<file path="src/rtl/jk_pkg.sv">
// jk_pkg: shared FSM state encoding and JK drive codes for jk_drive.
package jk_pkg;

    typedef logic [1:0] state_t;

    localparam state_t ST_IDLE  = 2'b00;
    localparam state_t ST_APPLY = 2'b01;
    localparam state_t ST_CHECK = 2'b10;

    // JK codes as {J, K}
    localparam logic [1:0] JK_HOLD = 2'b00;
    localparam logic [1:0] JK_CLR  = 2'b01;
    localparam logic [1:0] JK_SET  = 2'b10;
    localparam logic [1:0] JK_TGL  = 2'b11;

endpackage

</file>
<file path="src/rtl/jk_bank.sv">
// jk_bank: WIDTH-bit bank of JK flip-flops, asynchronous active-high reset.
module jk_bank
    import jk_pkg::*;
#(
    parameter int WIDTH = 8
) (
    input  logic             i_clk,
    input  logic             i_rst,
    input  logic [WIDTH-1:0] i_j,
    input  logic [WIDTH-1:0] i_k,
    output logic [WIDTH-1:0] o_q
);

    logic [WIDTH-1:0] r_q;

    // Per-bit JK update: hold, clear, set or toggle.
    always_ff @(posedge i_clk or posedge i_rst) begin
        if (i_rst) begin
            r_q <= '0;
        end else begin
            for (int i = 0; i < WIDTH; i++) begin
                case ({i_j[i], i_k[i]})
                    JK_HOLD: r_q[i] <= r_q[i];
                    JK_CLR:  r_q[i] <= 1'b0;
                    JK_SET:  r_q[i] <= 1'b1;
                    default: r_q[i] <= ~r_q[i];
                endcase
            end
        end
    end

    assign o_q = r_q;

endmodule

</file>
<file path="src/rtl/jk_drive.sv">
// jk_drive: accepts a target word, drives a JK bank toward it for one cycle,
// then verifies the result (done pulse on match, sticky err on mismatch).
// Optional macro JK_DRIVE_TOGGLE_EN: changing bits are driven with the toggle
// code instead of set/clear; the resulting bank state is identical.
//
// state    | meaning
// IDLE     | ready for a new target, bank held
// APPLY    | excitation driven, bank updates on the closing edge
// CHECK    | bank compared against target, done or err decided
module jk_drive
    import jk_pkg::*;
#(
    parameter int WIDTH = 8,
    localparam int FW = $clog2(WIDTH + 1)
) (
    input  logic             clk,
    input  logic             rst,
    input  logic             tgt_valid,
    output logic             tgt_ready,
    input  logic [WIDTH-1:0] tgt_data,
    output logic [WIDTH-1:0] j_out,
    output logic [WIDTH-1:0] k_out,
    output logic [WIDTH-1:0] q,
    output logic             busy,
    output logic             done,
    output logic             err,
    output logic [FW-1:0]    flips
);

    state_t           r_state;
    logic [WIDTH-1:0] r_tgt;
    logic [FW-1:0]    r_flips;
    logic             r_err;

    logic [WIDTH-1:0] w_q;
    logic [WIDTH-1:0] w_j;
    logic [WIDTH-1:0] w_k;
    logic [WIDTH-1:0] w_new_diff;
    logic [FW-1:0]    w_pop;
    logic             w_accept;
    logic             w_match;

    assign w_accept   = tgt_valid && (r_state == ST_IDLE);
    assign w_new_diff = w_q ^ tgt_data;
    assign w_match    = (w_q == r_tgt);

    // Number of bits the offered target would change.
    always_comb begin
        w_pop = '0;
        for (int i = 0; i < WIDTH; i++) begin
            w_pop = w_pop + FW'(w_new_diff[i]);
        end
    end

    // Excitation toward the target, only while applying; zero means hold.
    always_comb begin
        w_j = '0;
        w_k = '0;
        if (r_state == ST_APPLY) begin
`ifdef JK_DRIVE_TOGGLE_EN
            w_j = w_q ^ r_tgt;
            w_k = w_q ^ r_tgt;
`else
            w_j = ~w_q & r_tgt;
            w_k = w_q & ~r_tgt;
`endif
        end
    end

    // Sequencer: capture target, apply for one cycle, check for one cycle.
    always_ff @(posedge clk or posedge rst) begin
        if (rst) begin
            r_state <= ST_IDLE;
            r_tgt   <= '0;
            r_flips <= '0;
            r_err   <= 1'b0;
        end else begin
            case (r_state)
                ST_IDLE: begin
                    if (w_accept) begin
                        r_tgt   <= tgt_data;
                        r_flips <= w_pop;
                        r_state <= ST_APPLY;
                    end
                end
                ST_APPLY: r_state <= ST_CHECK;
                ST_CHECK: begin
                    if (!w_match) begin
                        r_err <= 1'b1;
                    end
                    r_state <= ST_IDLE;
                end
                default: r_state <= ST_IDLE;
            endcase
        end
    end

    jk_bank #(.WIDTH(WIDTH)) u_bank (
        .i_clk (clk),
        .i_rst (rst),
        .i_j   (w_j),
        .i_k   (w_k),
        .o_q   (w_q)
    );

    assign tgt_ready = (r_state == ST_IDLE);
    assign busy      = (r_state != ST_IDLE);
    assign done      = (r_state == ST_CHECK) && w_match;
    assign err       = r_err;
    assign flips     = r_flips;
    assign j_out     = w_j;
    assign k_out     = w_k;
    assign q         = w_q;

endmodule

</file>
<file path="config.mk">
export PLATFORM = sky130hd
export DESIGN_NAME = jk_drive
export DESIGN_NICKNAME = d
export VERILOG_FILES = /design/src/rtl/jk_pkg.sv /design/src/rtl/jk_bank.sv /design/src/rtl/jk_drive.sv
export SDC_FILE = /design/constraint.sdc
export NUM_CORES = 1
export LEC_CHECK = 0
export CELL_PAD_IN_SITES_DETAIL_PLACEMENT = 1
export CELL_PAD_IN_SITES_GLOBAL_PLACEMENT = 2
export CORE_AREA = 2 2 68 95
export CTS_BUF_LIST = sky130_fd_sc_hd__clkbuf_8
export CTS_CLUSTER_SIZE = 28
export DETAILED_ROUTE_END_ITERATION = 12
export DIE_AREA = 0 0 70 97
export GPL_TIMING_DRIVEN = 0
export PLACE_DENSITY_LB_ADDON = 0.08
export SLEW_MARGIN = 20
export SYNTH_ARGS = -nofsm -noshare
export SYNTH_HDL_FRONTEND = slang
export SYNTH_SLANG_ARGS = --single-unit
</file>
<file path="constraint.sdc">
create_clock -name clk -period 3.3 [get_ports clk]
set_input_delay 0.66 -clock clk [delete_from_list [all_inputs] [get_ports clk]]
set_output_delay 0.66 -clock clk [all_outputs]
set_load 0.02 [all_outputs]
</file>
==> results.cfg <==
[run_status]
outcome = finished clean

[pwr]
power_w = 0.00216
p_leak_nw = 1.20
max-vdd-ir-drop_mv = 0.336
p_per_area_nw_per_um2 = 919

[critical_path]
endpoint_kind = register
cp.required_ns = 3.45
cp_slowest_stage_delay_ns = 0.59
crit_type = input port to register
r2r-start = u_bank.o_q[0]
cp_common_cell = fa_1
slowest_stage = fa_1
cp-start-kind = input port
worstPathArrival_ns = 3.34
worstPathCellList = buf_4, xnor2_2, fa_1, fa_1, fa_1, inv_1, ha_2, inv_2, fa_2, o21ai_1
worstSetupStartpoint = tgt_data[0]
crit_fanout = 2

[grt]
grt.overflow.total = 0
grt_pass1_wl_mm = 7.58
antenna_found_initial = 0
grt_pass1_vias = 1590
grt_max_degree = 24
track_usage_pct = 13.8

[layout]
area_growth_pct = 31.8
diodes = 0
nets = 278
drive_gt1_share_pct = 11.0
layout.cells.non_filler = 297

[sta]
relSlewSlack_pct = 37.3
clock-skew-final_ns = 0.00371
tightest_slew_ns = 0.935
whs_ns = 0.501
hold_viol_final = 0
setup_slack_ns = 0.112
rsz0062_at_grt = false
final-setup-viol-count = 0
maxSlewViolCount = 0
setup-tns-final_ns = 0
fmax_mhz = 314
period_needed_ns = 3.19
finalCritPeriodShare_pct = 96.6

[yosys]
yosysMostFrequentCell = inv_1
synth_top_family_by_area = adder cells
synthTopCellsByCount = 41 x inv_1, 35 x ha_1, 23 x dfrtp_1
synth_top_cell_area_share_pct = 32.2
synthFlopType = dfrtp_1
synth-adder-area-share_pct = 29.0
netlist_area_um2 = 1790
synth_cells = 181
yosysTopAreaCell = dfrtp_1
yosysWarningCount = 0
synth_mux_area_share_pct = 6.31
synth-simple-area-share_pct = 12.3
ys_ff_latch = 23
synthArstFlopShare_pct = 100
synth_fp_nets = 231
ys_types = 26
synth_seq_area_share_pct = 32.2
synth_edf_count = 0
synthTopCellsByArea = dfrtp_1 32%, ha_1 25%, inv_1 8.6%
synth-compound-area-share_pct = 5.12
avgSynthCellArea_um2 = 9.86
synth-xor-area-share_pct = 4.41

[clock_tree]
clk_latency_ns = 0.26
cts_tree = built
cts_root_buf = clkbuf_8
cts.sinks = 23
clkTransAtPathRegs_ns = 0.09
h-tree-depth = 1
postCtsHoldBufs = 0
numCtsBuffers = 3
cts.path.max_buffers = 2

[run]
drv_cap = 0

[route]
vias = 1387
route.detailed.drc = 0
first_pass_iters = 4
wl_per_cell_um = 14.6
wirelength_mm = 4.33
final_antenna_net_count = 0
drtIter0Drc = 21
vias_per_cell = 4.67

[placement]
dp_hpwl_mm = 3.48
dp.cells = 293
io_buffers = 42
place_congestion = 0.807
place_ws_ns = -0.645

[die]
chipHeight_um = 97
coreArea_um2 = 5860
die_w_um = 70
row_count = 33
initial_core_util_pct = 30.5
ios = 43
dieArea_um2 = 6790

[hold_path]
hp-start = err
hold_path.class = register to register
-- layer usage --
layer	GRT usage, %	up-vias	routed length [um]
met5	0	-	0
met1	15.6	681	1820
li1	-	672	-
met4	4.29	0	48
met2	25.9	30	2310
met3	2.29	4	155
-- worst max-delay path, delay by kind of cell --
kind	cells	cell delay, ns
buffers and inverters	3	0.23
adders and majority gates	5	2.23
AOI/OAI and AO/OA	1	0.07
xor gates and xnor gates	1	0.13
-- per-stage QoR --
step / utilization, % / area, um2
finish: 40.1 / 2350
global route: 40.1 / 2350
CTS: 40.3 / 2360
detailed placement: 39.1 / 2290
global placement: 39.1 / 2290
floorplan: - / 1790
-- power breakdown --
group | switching (W) | internal (W)
Clock | 0.0000963 | 0.0000832
Sequential | 0.000111 | 0.000389
Combinational | 0.000773 | 0.000710
Total | 0.000981 | 0.00118
-- repair_timing --
action	CTS	global route
buffers inserted	0	0
pin swaps	5	6
gates resized for setup	12	7
setup endpoints to repair	4	2
-- area by class of cell --
class	count	area (um2)
Fill cell	684	3510
Multi-Input combinational cell	113	1050
Sequential cell	23	576
Timing Repair Buffer	42	408
Inverter	41	154
Tap cell	70	87.6
Clock buffer	3	41.3
Buffer	4	35.0
Clock inverter	1	3.75
-- state kept, by name, summed over array words and instances (netlist names) --
name,cells
r_state,2
r_tgt,8
u_bank.o_q,8
err,1
flips,4
-- path summary, 6_finish.rpt --
check | end | slack (ns) | cells past startpoint
worst max register to register | flips[1] | 0.14 | 9
worst min-delay path | err | 0.50 | 1
max in group asynchronous | u_bank.o_q[5] | 2.08 | 2
min in group asynchronous | r_tgt[2] | 0.79 | 2
worst min register to register | err | 0.50 | 1
worst max-delay path | flips[1] | 0.11 | 10
-- layout by cell type, fill, tap and decap left out, types with 3 or more instances in the layout --
cell,synthesis,routed
inv_1,41,40
clkdlybuf4s50_1,0,39
ha_1,35,34
dfrtp_1,23,23
nand2_1,18,18
nor3_1,9,9
nor3b_1,8,8
a211oi_1,8,8
mux2_2,6,6
xnor2_1,7,4
mux2_4,3,3
xnor2_2,0,3
fa_1,4,3
clkbuf_8,0,3
-- logic make-up after synthesis --
group / count (synthesis)
multiplexers: 9
AO/OA/AOI/OAI: 13
buffers and inverters: 45
adder cells (fa/ha/maj): 39
AND/OR/NAND/NOR: 43
flip-flops: 23
XOR/XNOR: 9
Power figures use the tool's default switching activity.
